[src/rtl/div_result_fixup_pkg.sv]
// Shared constants for the divider result fix-up stage: flag-bit layout and
// the fill value used for the quotient on divide-by-zero.
package div_result_fixup_pkg;

  localparam int FLAG_DIV0 = 0;
  localparam int FLAG_OVF  = 1;
  localparam int FLAG_QNEG = 2;
  localparam int FLAG_RNEG = 3;
  localparam int FLAG_W    = 4;

  localparam logic DIV0_QUO_ALL_ONES = 1'b1;

  typedef logic [FLAG_W-1:0] flags_t;

endpackage

[src/rtl/div_result_fixup_if.sv]
// Input (raw array result + operands) and output (final result) channels of
// the divider fix-up stage, each with a valid/ready handshake.
interface div_result_fixup_if #(
  parameter int N = 16
);
  logic         in_valid;
  logic         in_ready;
  logic [N-1:0] in_quo_raw;
  logic [N:0]   in_rem_raw;
  logic [N-1:0] in_dividend;
  logic [N-1:0] in_divisor;
  logic         in_signed;
  logic         out_valid;
  logic         out_ready;
  logic [N-1:0] out_quo;
  logic [N-1:0] out_rem;
  logic         out_div0;
  logic         out_ovf;

  modport master (
    output in_valid, in_quo_raw, in_rem_raw, in_dividend, in_divisor, in_signed,
    output out_ready,
    input  in_ready,
    input  out_valid, out_quo, out_rem, out_div0, out_ovf
  );

  modport slave (
    input  in_valid, in_quo_raw, in_rem_raw, in_dividend, in_divisor, in_signed,
    input  out_ready,
    output in_ready,
    output out_valid, out_quo, out_rem, out_div0, out_ovf
  );
endinterface

[src/rtl/div_result_fixup_cond_negate.sv]
// Conditional two's-complement negation; negating the most negative value
// wraps back to itself.
module div_result_fixup_cond_negate #(
  parameter int N = 16
) (
  input  logic signed [N-1:0] i_a,
  input  logic                i_neg,
  output logic signed [N-1:0] o_y
);
  assign o_y = i_neg ? -i_a : i_a;
endmodule

[src/rtl/div_result_fixup.sv]
// Fix-up stage behind the non-restoring array divider: remainder correction,
// sign application and div0/overflow handling in a 2-stage valid/ready pipe.
module div_result_fixup
  import div_result_fixup_pkg::*;
#(
  parameter int N = 16
) (
  input logic               clk,
  input logic               rst_n,
  div_result_fixup_if.slave bus
);

  localparam logic [N-1:0] MIN_VAL  = {1'b1, {(N-1){1'b0}}};
  localparam logic [N-1:0] ALL_ONES = {N{1'b1}};

  typedef struct packed {
    logic [N-1:0] quo;
    logic [N-1:0] rem;
    logic         div0;
    logic         ovf;
  } res_t;

  // Special cases override the signed array result; div0 wins over ovf.
  function automatic res_t apply_special(input flags_t f,
                                         input logic [N-1:0] quo_s,
                                         input logic [N-1:0] rem_s,
                                         input logic [N-1:0] dvd);
    res_t r;
    r.quo  = quo_s;
    r.rem  = rem_s;
    r.div0 = 1'b0;
    r.ovf  = 1'b0;
    if (f[FLAG_DIV0]) begin
      r.quo  = {N{DIV0_QUO_ALL_ONES}};
      r.rem  = dvd;
      r.div0 = 1'b1;
    end else if (f[FLAG_OVF]) begin
      r.quo  = MIN_VAL;
      r.rem  = '0;
      r.ovf  = 1'b1;
    end
    return r;
  endfunction

  logic               r_vld_p1;
  logic               r_vld_p2;
  logic [N-1:0]       r_quo_p1;
  logic [N-1:0]       r_rem_p1;
  logic [N-1:0]       r_dvd_p1;
  flags_t             r_flags_p1;
  res_t               r_res_p2;

  logic               w_adv_p2;
  logic               w_ld_p1;
  logic               w_dvs_neg_p0;
  logic signed [N-1:0] w_dvs_mag_p0;
  logic [N-1:0]       w_rem_c_p0;
  flags_t             w_flags_p0;
  logic signed [N-1:0] w_quo_s_p1;
  logic signed [N-1:0] w_rem_s_p1;

  // S2 can take new data when empty or draining this edge.
  assign w_adv_p2     = !r_vld_p2 || bus.out_ready;
  assign bus.in_ready = !r_vld_p1 || w_adv_p2;
  assign w_ld_p1      = bus.in_valid && bus.in_ready;

  // ---- stage 0 -> 1: divisor magnitude, remainder correction, flags ----
  assign w_dvs_neg_p0 = bus.in_signed & bus.in_divisor[N-1];

  div_result_fixup_cond_negate #(.N(N)) u_dvs_mag (
    .i_a   (bus.in_divisor),
    .i_neg (w_dvs_neg_p0),
    .o_y   (w_dvs_mag_p0)
  );

  assign w_rem_c_p0 = bus.in_rem_raw[N] ? (bus.in_rem_raw[N-1:0] + w_dvs_mag_p0)
                                        : bus.in_rem_raw[N-1:0];

  always_comb begin
    w_flags_p0            = '0;
    w_flags_p0[FLAG_DIV0] = (bus.in_divisor == '0);
    w_flags_p0[FLAG_OVF]  = bus.in_signed && (bus.in_dividend == MIN_VAL) &&
                            (bus.in_divisor == ALL_ONES);
    w_flags_p0[FLAG_QNEG] = bus.in_signed & (bus.in_dividend[N-1] ^ bus.in_divisor[N-1]);
    w_flags_p0[FLAG_RNEG] = bus.in_signed & bus.in_dividend[N-1];
  end

  always_ff @(posedge clk or negedge rst_n) begin
    if (!rst_n) begin
      r_vld_p1   <= 1'b0;
      r_quo_p1   <= '0;
      r_rem_p1   <= '0;
      r_dvd_p1   <= '0;
      r_flags_p1 <= '0;
    end else if (bus.in_ready) begin
      r_vld_p1 <= bus.in_valid;
      if (w_ld_p1) begin
        r_quo_p1   <= bus.in_quo_raw;
        r_rem_p1   <= w_rem_c_p0;
        r_dvd_p1   <= bus.in_dividend;
        r_flags_p1 <= w_flags_p0;
      end
    end
  end

  // ---- stage 1 -> 2: sign application and special-case override ----
  div_result_fixup_cond_negate #(.N(N)) u_quo_sign (
    .i_a   (r_quo_p1),
    .i_neg (r_flags_p1[FLAG_QNEG]),
    .o_y   (w_quo_s_p1)
  );

  div_result_fixup_cond_negate #(.N(N)) u_rem_sign (
    .i_a   (r_rem_p1),
    .i_neg (r_flags_p1[FLAG_RNEG]),
    .o_y   (w_rem_s_p1)
  );

  always_ff @(posedge clk or negedge rst_n) begin
    if (!rst_n) begin
      r_vld_p2 <= 1'b0;
      r_res_p2 <= '0;
    end else if (w_adv_p2) begin
      r_vld_p2 <= r_vld_p1;
      if (r_vld_p1) begin
        r_res_p2 <= apply_special(r_flags_p1, w_quo_s_p1, w_rem_s_p1, r_dvd_p1);
      end
    end
  end

  assign bus.out_valid = r_vld_p2;
  assign bus.out_quo   = r_res_p2.quo;
  assign bus.out_rem   = r_res_p2.rem;
  assign bus.out_div0  = r_res_p2.div0;
  assign bus.out_ovf   = r_res_p2.ovf;

endmodule

[src/flat_wrapper.sv]
// flat-port wrapper written by rule: the top's interface ports become plain ports
module div_result_fixup_flat import div_result_fixup_pkg::*;
#(
  parameter int N = 16
)
  (clk, rst_n, bus_in_valid, bus_in_quo_raw, bus_in_rem_raw, bus_in_dividend, bus_in_divisor, bus_in_signed, bus_out_ready, bus_in_ready, bus_out_valid, bus_out_quo, bus_out_rem, bus_out_div0, bus_out_ovf);
  div_result_fixup_if #(.N(N)) bus_i ();
  input logic clk;
  input logic rst_n;
  input wire logic [$bits(bus_i.in_valid)-1:0] bus_in_valid;
  input wire logic [$bits(bus_i.in_quo_raw)-1:0] bus_in_quo_raw;
  input wire logic [$bits(bus_i.in_rem_raw)-1:0] bus_in_rem_raw;
  input wire logic [$bits(bus_i.in_dividend)-1:0] bus_in_dividend;
  input wire logic [$bits(bus_i.in_divisor)-1:0] bus_in_divisor;
  input wire logic [$bits(bus_i.in_signed)-1:0] bus_in_signed;
  input wire logic [$bits(bus_i.out_ready)-1:0] bus_out_ready;
  output wire logic [$bits(bus_i.in_ready)-1:0] bus_in_ready;
  output wire logic [$bits(bus_i.out_valid)-1:0] bus_out_valid;
  output wire logic [$bits(bus_i.out_quo)-1:0] bus_out_quo;
  output wire logic [$bits(bus_i.out_rem)-1:0] bus_out_rem;
  output wire logic [$bits(bus_i.out_div0)-1:0] bus_out_div0;
  output wire logic [$bits(bus_i.out_ovf)-1:0] bus_out_ovf;
  assign bus_i.in_valid = bus_in_valid;
  assign bus_i.in_quo_raw = bus_in_quo_raw;
  assign bus_i.in_rem_raw = bus_in_rem_raw;
  assign bus_i.in_dividend = bus_in_dividend;
  assign bus_i.in_divisor = bus_in_divisor;
  assign bus_i.in_signed = bus_in_signed;
  assign bus_i.out_ready = bus_out_ready;
  assign bus_in_ready = bus_i.in_ready;
  assign bus_out_valid = bus_i.out_valid;
  assign bus_out_quo = bus_i.out_quo;
  assign bus_out_rem = bus_i.out_rem;
  assign bus_out_div0 = bus_i.out_div0;
  assign bus_out_ovf = bus_i.out_ovf;
  div_result_fixup #(.N(N)) u_core (.clk(clk), .rst_n(rst_n), .bus(bus_i));
endmodule
[config.mk]
export PLATFORM = sky130hd
export DESIGN_NAME = div_result_fixup_flat
export DESIGN_NICKNAME = d
export VERILOG_FILES = /design/src/rtl/div_result_fixup_pkg.sv /design/src/rtl/div_result_fixup_if.sv /design/src/rtl/div_result_fixup_cond_negate.sv /design/src/rtl/div_result_fixup.sv /design/src/flat_wrapper.sv
export SDC_FILE = /design/constraint.sdc
export NUM_CORES = 1
export LEC_CHECK = 0
export CAP_MARGIN = 25
export CORE_UTILIZATION = 35
export DETAILED_ROUTE_END_ITERATION = 6
export GPL_TIMING_DRIVEN = 0
export PLACE_DENSITY = 0.6
export SYNTH_ARGS = -nofsm -noshare
export SYNTH_HDL_FRONTEND = slang
export SYNTH_SLANG_ARGS = --single-unit
[constraint.sdc]
create_clock -name clk -period 3.9 [get_ports clk]
set_input_delay 0.39 -clock clk [delete_from_list [all_inputs] [get_ports clk]]
set_output_delay 0.39 -clock clk [all_outputs]
set_load 0.005 [all_outputs]
==> impl_metrics.py <==
metrics = {
    "run_status": {
        "outcome": "complete, no violations",
    },
    "power_and_ir_drop": {
        "comb_power_share_pct": 30.9,
        "seqPwrFrac_pct": 39.1,
        "p_clk_share_pct": 30.0,
        "peakVddDrop_mv": 0.2189,
        "intPower_w": 0.002191,
        "swShare_pct": 30.91,
        "leakage_nw": 3.054,
        "power_per_cell_area_mw_per_mm2": 447.9,
        "switching_power_w": 0.0009799,
    },
    "place": {
        "gp_congestion": 0.9056,
        "pre_cts_slack_ps": -333.9,
        "dp_hpwl_mm": 12.73,
        "io_buffers": 104,
        "placedCellCount": 930,
    },
    "worst_setup_path": {
        "end_kind": "flip-flop",
        "crit_top_cell": "nand2_1",
        "crit_path_max_incr_delay_ps": 570,
        "crit_family": "simple AND/OR/NAND/NOR gates",
        "arrival_ps": 3870,
        "slowest_stage": "or4_4",
        "path_buf_inv": 1,
        "required_ps": 4100,
        "start_kind": "primary input",
        "path_class": "in2reg",
        "worstPathCellList": "clkdlybuf4s50_1 > nor4_4 > nand2_1 > nand2_1 > xnor2_1 > ha_1 > nand2_2 > or4_4 > a211o_1 > nor4b_1 > nor4_1 > nand2_1",
        "crit_fanout": 6,
    },
    "synth": {
        "synth_area_mm2": 0.005409,
        "ys_seq_area_share_pct": 40.71,
        "synthArstFlopShare_pct": 100.0,
        "ys_ff_latch": 88,
        "yosys_warnings": 0,
        "yosysUniqueCellTypes": 53,
        "syn-num-nets": 731,
        "synth_ff_type": "dfrtp_1",
        "avgSynthCellArea_um2": 8.491,
        "syn_inst": 637,
        "synth_edf_count": 0,
    },
    "hold_path": {
        "hp-class": "in2async",
    },
    "drt": {
        "drc": 0,
        "drt.antenna.violating_nets": 0,
        "firstDrtPassIters": 4,
        "post_drt_via_cell_ratio": 5.277,
        "wl_per_cell_um": 16.92,
        "initialDrtViolationCount": 309,
        "vias": 4992,
        "routed_wl_mm": 16.01,
    },
    "floorplan": {
        "die_w_um": 126.3,
        "io-pin-count": 106,
        "initial_utilization_pct": 35.71,
        "fp-row-count": 45,
        "core_mm2": 0.01515,
        "dieHeight_um": 126.3,
        "die_area_mm2": 0.01596,
    },
    "final_layout": {
        "syn2layout_area_growth_pct": 30.86,
        "diodes": 0,
        "nFillCells": 1457,
        "nNetsFinal": 847,
        "drive_above_1_share_pct": 3.562,
        "fin_cells": 946,
        "final_core_util_pct": 46.73,
    },
    "timing": {
        "fmax_ghz": 0.2726,
        "slew_viol_final": 0,
        "hold_violations": 0,
        "rsz0062_at_grt": "no",
        "fin_skew_ps": 7.728,
        "worst_pin_slew_ps": 669.4,
        "worst_hold_slack_ps": 0.05063,
        "finalSetupViolCount": 0,
        "tns_ps": 0,
        "fin_crit_ps": 3668,
        "fin_ws_ps": 231.8,
        "post-route-period-util_pct": 94.06,
        "max_slew_margin_pct": 55.37,
    },
    "global_routing": {
        "antenna_found_initial": 0,
        "grt_max_degree": 57,
        "grt-ovfl-total": 0,
        "gr-usage-all-layers_pct": 20.69,
        "grt_pass1_wl_mm": 25.96,
        "grt_pass1_vias": 4946,
    },
    "clock_tree": {
        "cts_tree": "built",
        "ctsRootBufferMaster": "clkbuf_16",
        "numCtsBuffers": 9,
        "cts_buffer_depth": 2,
        "clk_latency_ps": 340,
        "cts_setup_buffers": 0,
        "clock-sinks": 88,
        "htreeDepth": 3,
        "cts.clk_slew.worst_paths_ps": 60,
    },
    "run": {
        "drv_cap": 0,
    },
}
## cell usage after synthesis, drive strengths merged, types with 7 or more instances
library cell / count / area share [%]
a21o: 7 / 0.97
o21ai: 45 / 4.2
nor2: 48 / 3.3
xor2: 26 / 4.2
a21oi: 31 / 2.9
dfrtp: 88 / 41
nor3: 7 / 0.65
a221oi: 7 / 1.1
inv: 11 / 0.76
nor3b: 7 / 0.97
o31ai: 9 / 1.2
nand2: 157 / 11
mux2i: 10 / 1.9
nand3: 11 / 1.0
clkbuf: 26 / 2.0
nor4: 7 / 0.81
nand2b: 9 / 1.0
o22ai: 10 / 1.2
nand4: 7 / 0.81
ha: 23 / 5.3
xnor2: 25 / 4.0
o22a: 11 / 1.8
## state kept, by name, indices dropped and copies added (netlist names)
| register | count |
|---|---|
| u_core.bus.out_quo | 16 |
| u_core.r_flags_p1 | 4 |
| u_core.r_quo_p1 | 16 |
| u_core.bus.out_rem | 16 |
| u_core.bus.out_valid | 1 |
| u_core.r_vld_p1 | 1 |
| u_core.bus.out_div0 | 1 |
| u_core.r_rem_p1 | 16 |
| u_core.r_dvd_p1 | 16 |
| u_core.bus.out_ovf | 1 |
## power groups by stage
stage	Sequential (W)	Combinational [W]	Clock (W)
5_1_grt	0.00126	0.00108	0.00100
2_1_floorplan	0.00122	0.000536	0
4_1_cts	0.00124	0.000981	0.000969
3_3_place_gp	0.00125	0.000960	0
3_5_place_dp	0.00126	0.000976	0
6_report	0.00124	0.000978	0.000951
## stage by stage
step	instance area [um2]	total power (W)
finish	7078	0.003171
global route	7078	0.003352
CTS	7043	0.003190
detailed placement	6710	0.002233
global placement	6685	0.002209
floorplan	5409	0.001759
## cell type report
cell class	instances	area (um2)	area share (%)
Sequential cell	88	2202	31.11
Inverter	11	41.29	0.5833
Buffer	29	120.1	1.697
Multi-Input combinational cell	509	3075	43.45
Tap cell	188	235.2	3.323
Clock inverter	4	76.32	1.078
Clock buffer	12	256.5	3.624
Timing Repair Buffer	105	1071	15.13
## worst register-to-register path, stage by stage, from the launching register on
cell	delay (ps)
dfrtp_1	420
nor3_1	500
nand4_1	250
o41ai_1	390
xor2_1	210
nor2_1	60
o22a_1	170
## final timing paths
| check | startpoint | end | slack [ps] | cells past startpoint |
|---|---|---|---|---|
| max | bus_in_divisor[3] | u_core.r_rem_p1[15] | 230 | 12 |
| min | rst_n | u_core.r_vld_p1 | 0.05 | 1 |
| max reg2reg | u_core.r_quo_p1[4] | u_core.bus.out_quo[13] | 1790 | 6 |
| min reg2reg | u_core.bus.out_quo[2] | u_core.bus.out_quo[2] | 480 | 2 |
| max in group asynchronous | rst_n | u_core.bus.out_quo[3] | 3270 | 2 |
| min in group clk | u_core.bus.out_quo[2] | u_core.bus.out_quo[2] | 480 | 2 |
## placed cells by master, fill, tap and decap left out, types with 5 or more instances in the layout
master / synthesis / layout
a21oi_1: 31 / 31
nor3b_1: 7 / 6
inv_1: 11 / 11
clkbuf_16: 0 / 9
nand2b_1: 9 / 9
nor4_1: 7 / 6
o22a_1: 10 / 10
o41ai_1: 5 / 5
o31ai_1: 9 / 9
a221oi_1: 7 / 7
o22ai_1: 10 / 10
nand3_1: 11 / 11
clkbuf_1: 25 / 25
ha_1: 23 / 22
o21ai_0: 45 / 44
mux2i_1: 10 / 10
dfrtp_1: 88 / 88
a21o_1: 7 / 7
nor2_1: 48 / 48
xor2_1: 26 / 26
nor3_1: 7 / 7
xnor2_1: 25 / 25
nand2_1: 156 / 156
nand4_1: 7 / 7
clkdlybuf4s50_1: 0 / 101
## timing repair
action                     in CTS  in global routing
setup endpoints to repair       0                  3
gates resized for setup         0                 11
hold endpoints to repair        0                  0
hold buffers                    0                  0
## metal layers
| metal | up-vias | share of wire (%) | track usage, % |
|---|---|---|---|
| li1 | 2462 | - | - |
| met1 | 2383 | 47 | 28.32 |
| met2 | 134 | 47 | 34.61 |
| met3 | 13 | 4.8 | 2.699 |
| met4 | 0 | 1.2 | 5.245 |
| met5 | - | 0 | 0 |
## logic make-up (layout without fill, tap and decap cells)
family | Yosys count | after routing | synth area share [%]
muxes | 11 | 11 | 2.059
adders and majority gates | 24 | 24 | 5.691
xor gates and xnor gates | 51 | 51 | 8.258
DFF | 88 | 88 | 40.71
AOI/OAI and AO/OA | 144 | 144 | 16.98
and+or+nand+nor | 279 | 279 | 23.34
buffers and inverters | 40 | 161 | 2.961
No activity file was read; power rests on OpenSTA's default activity.
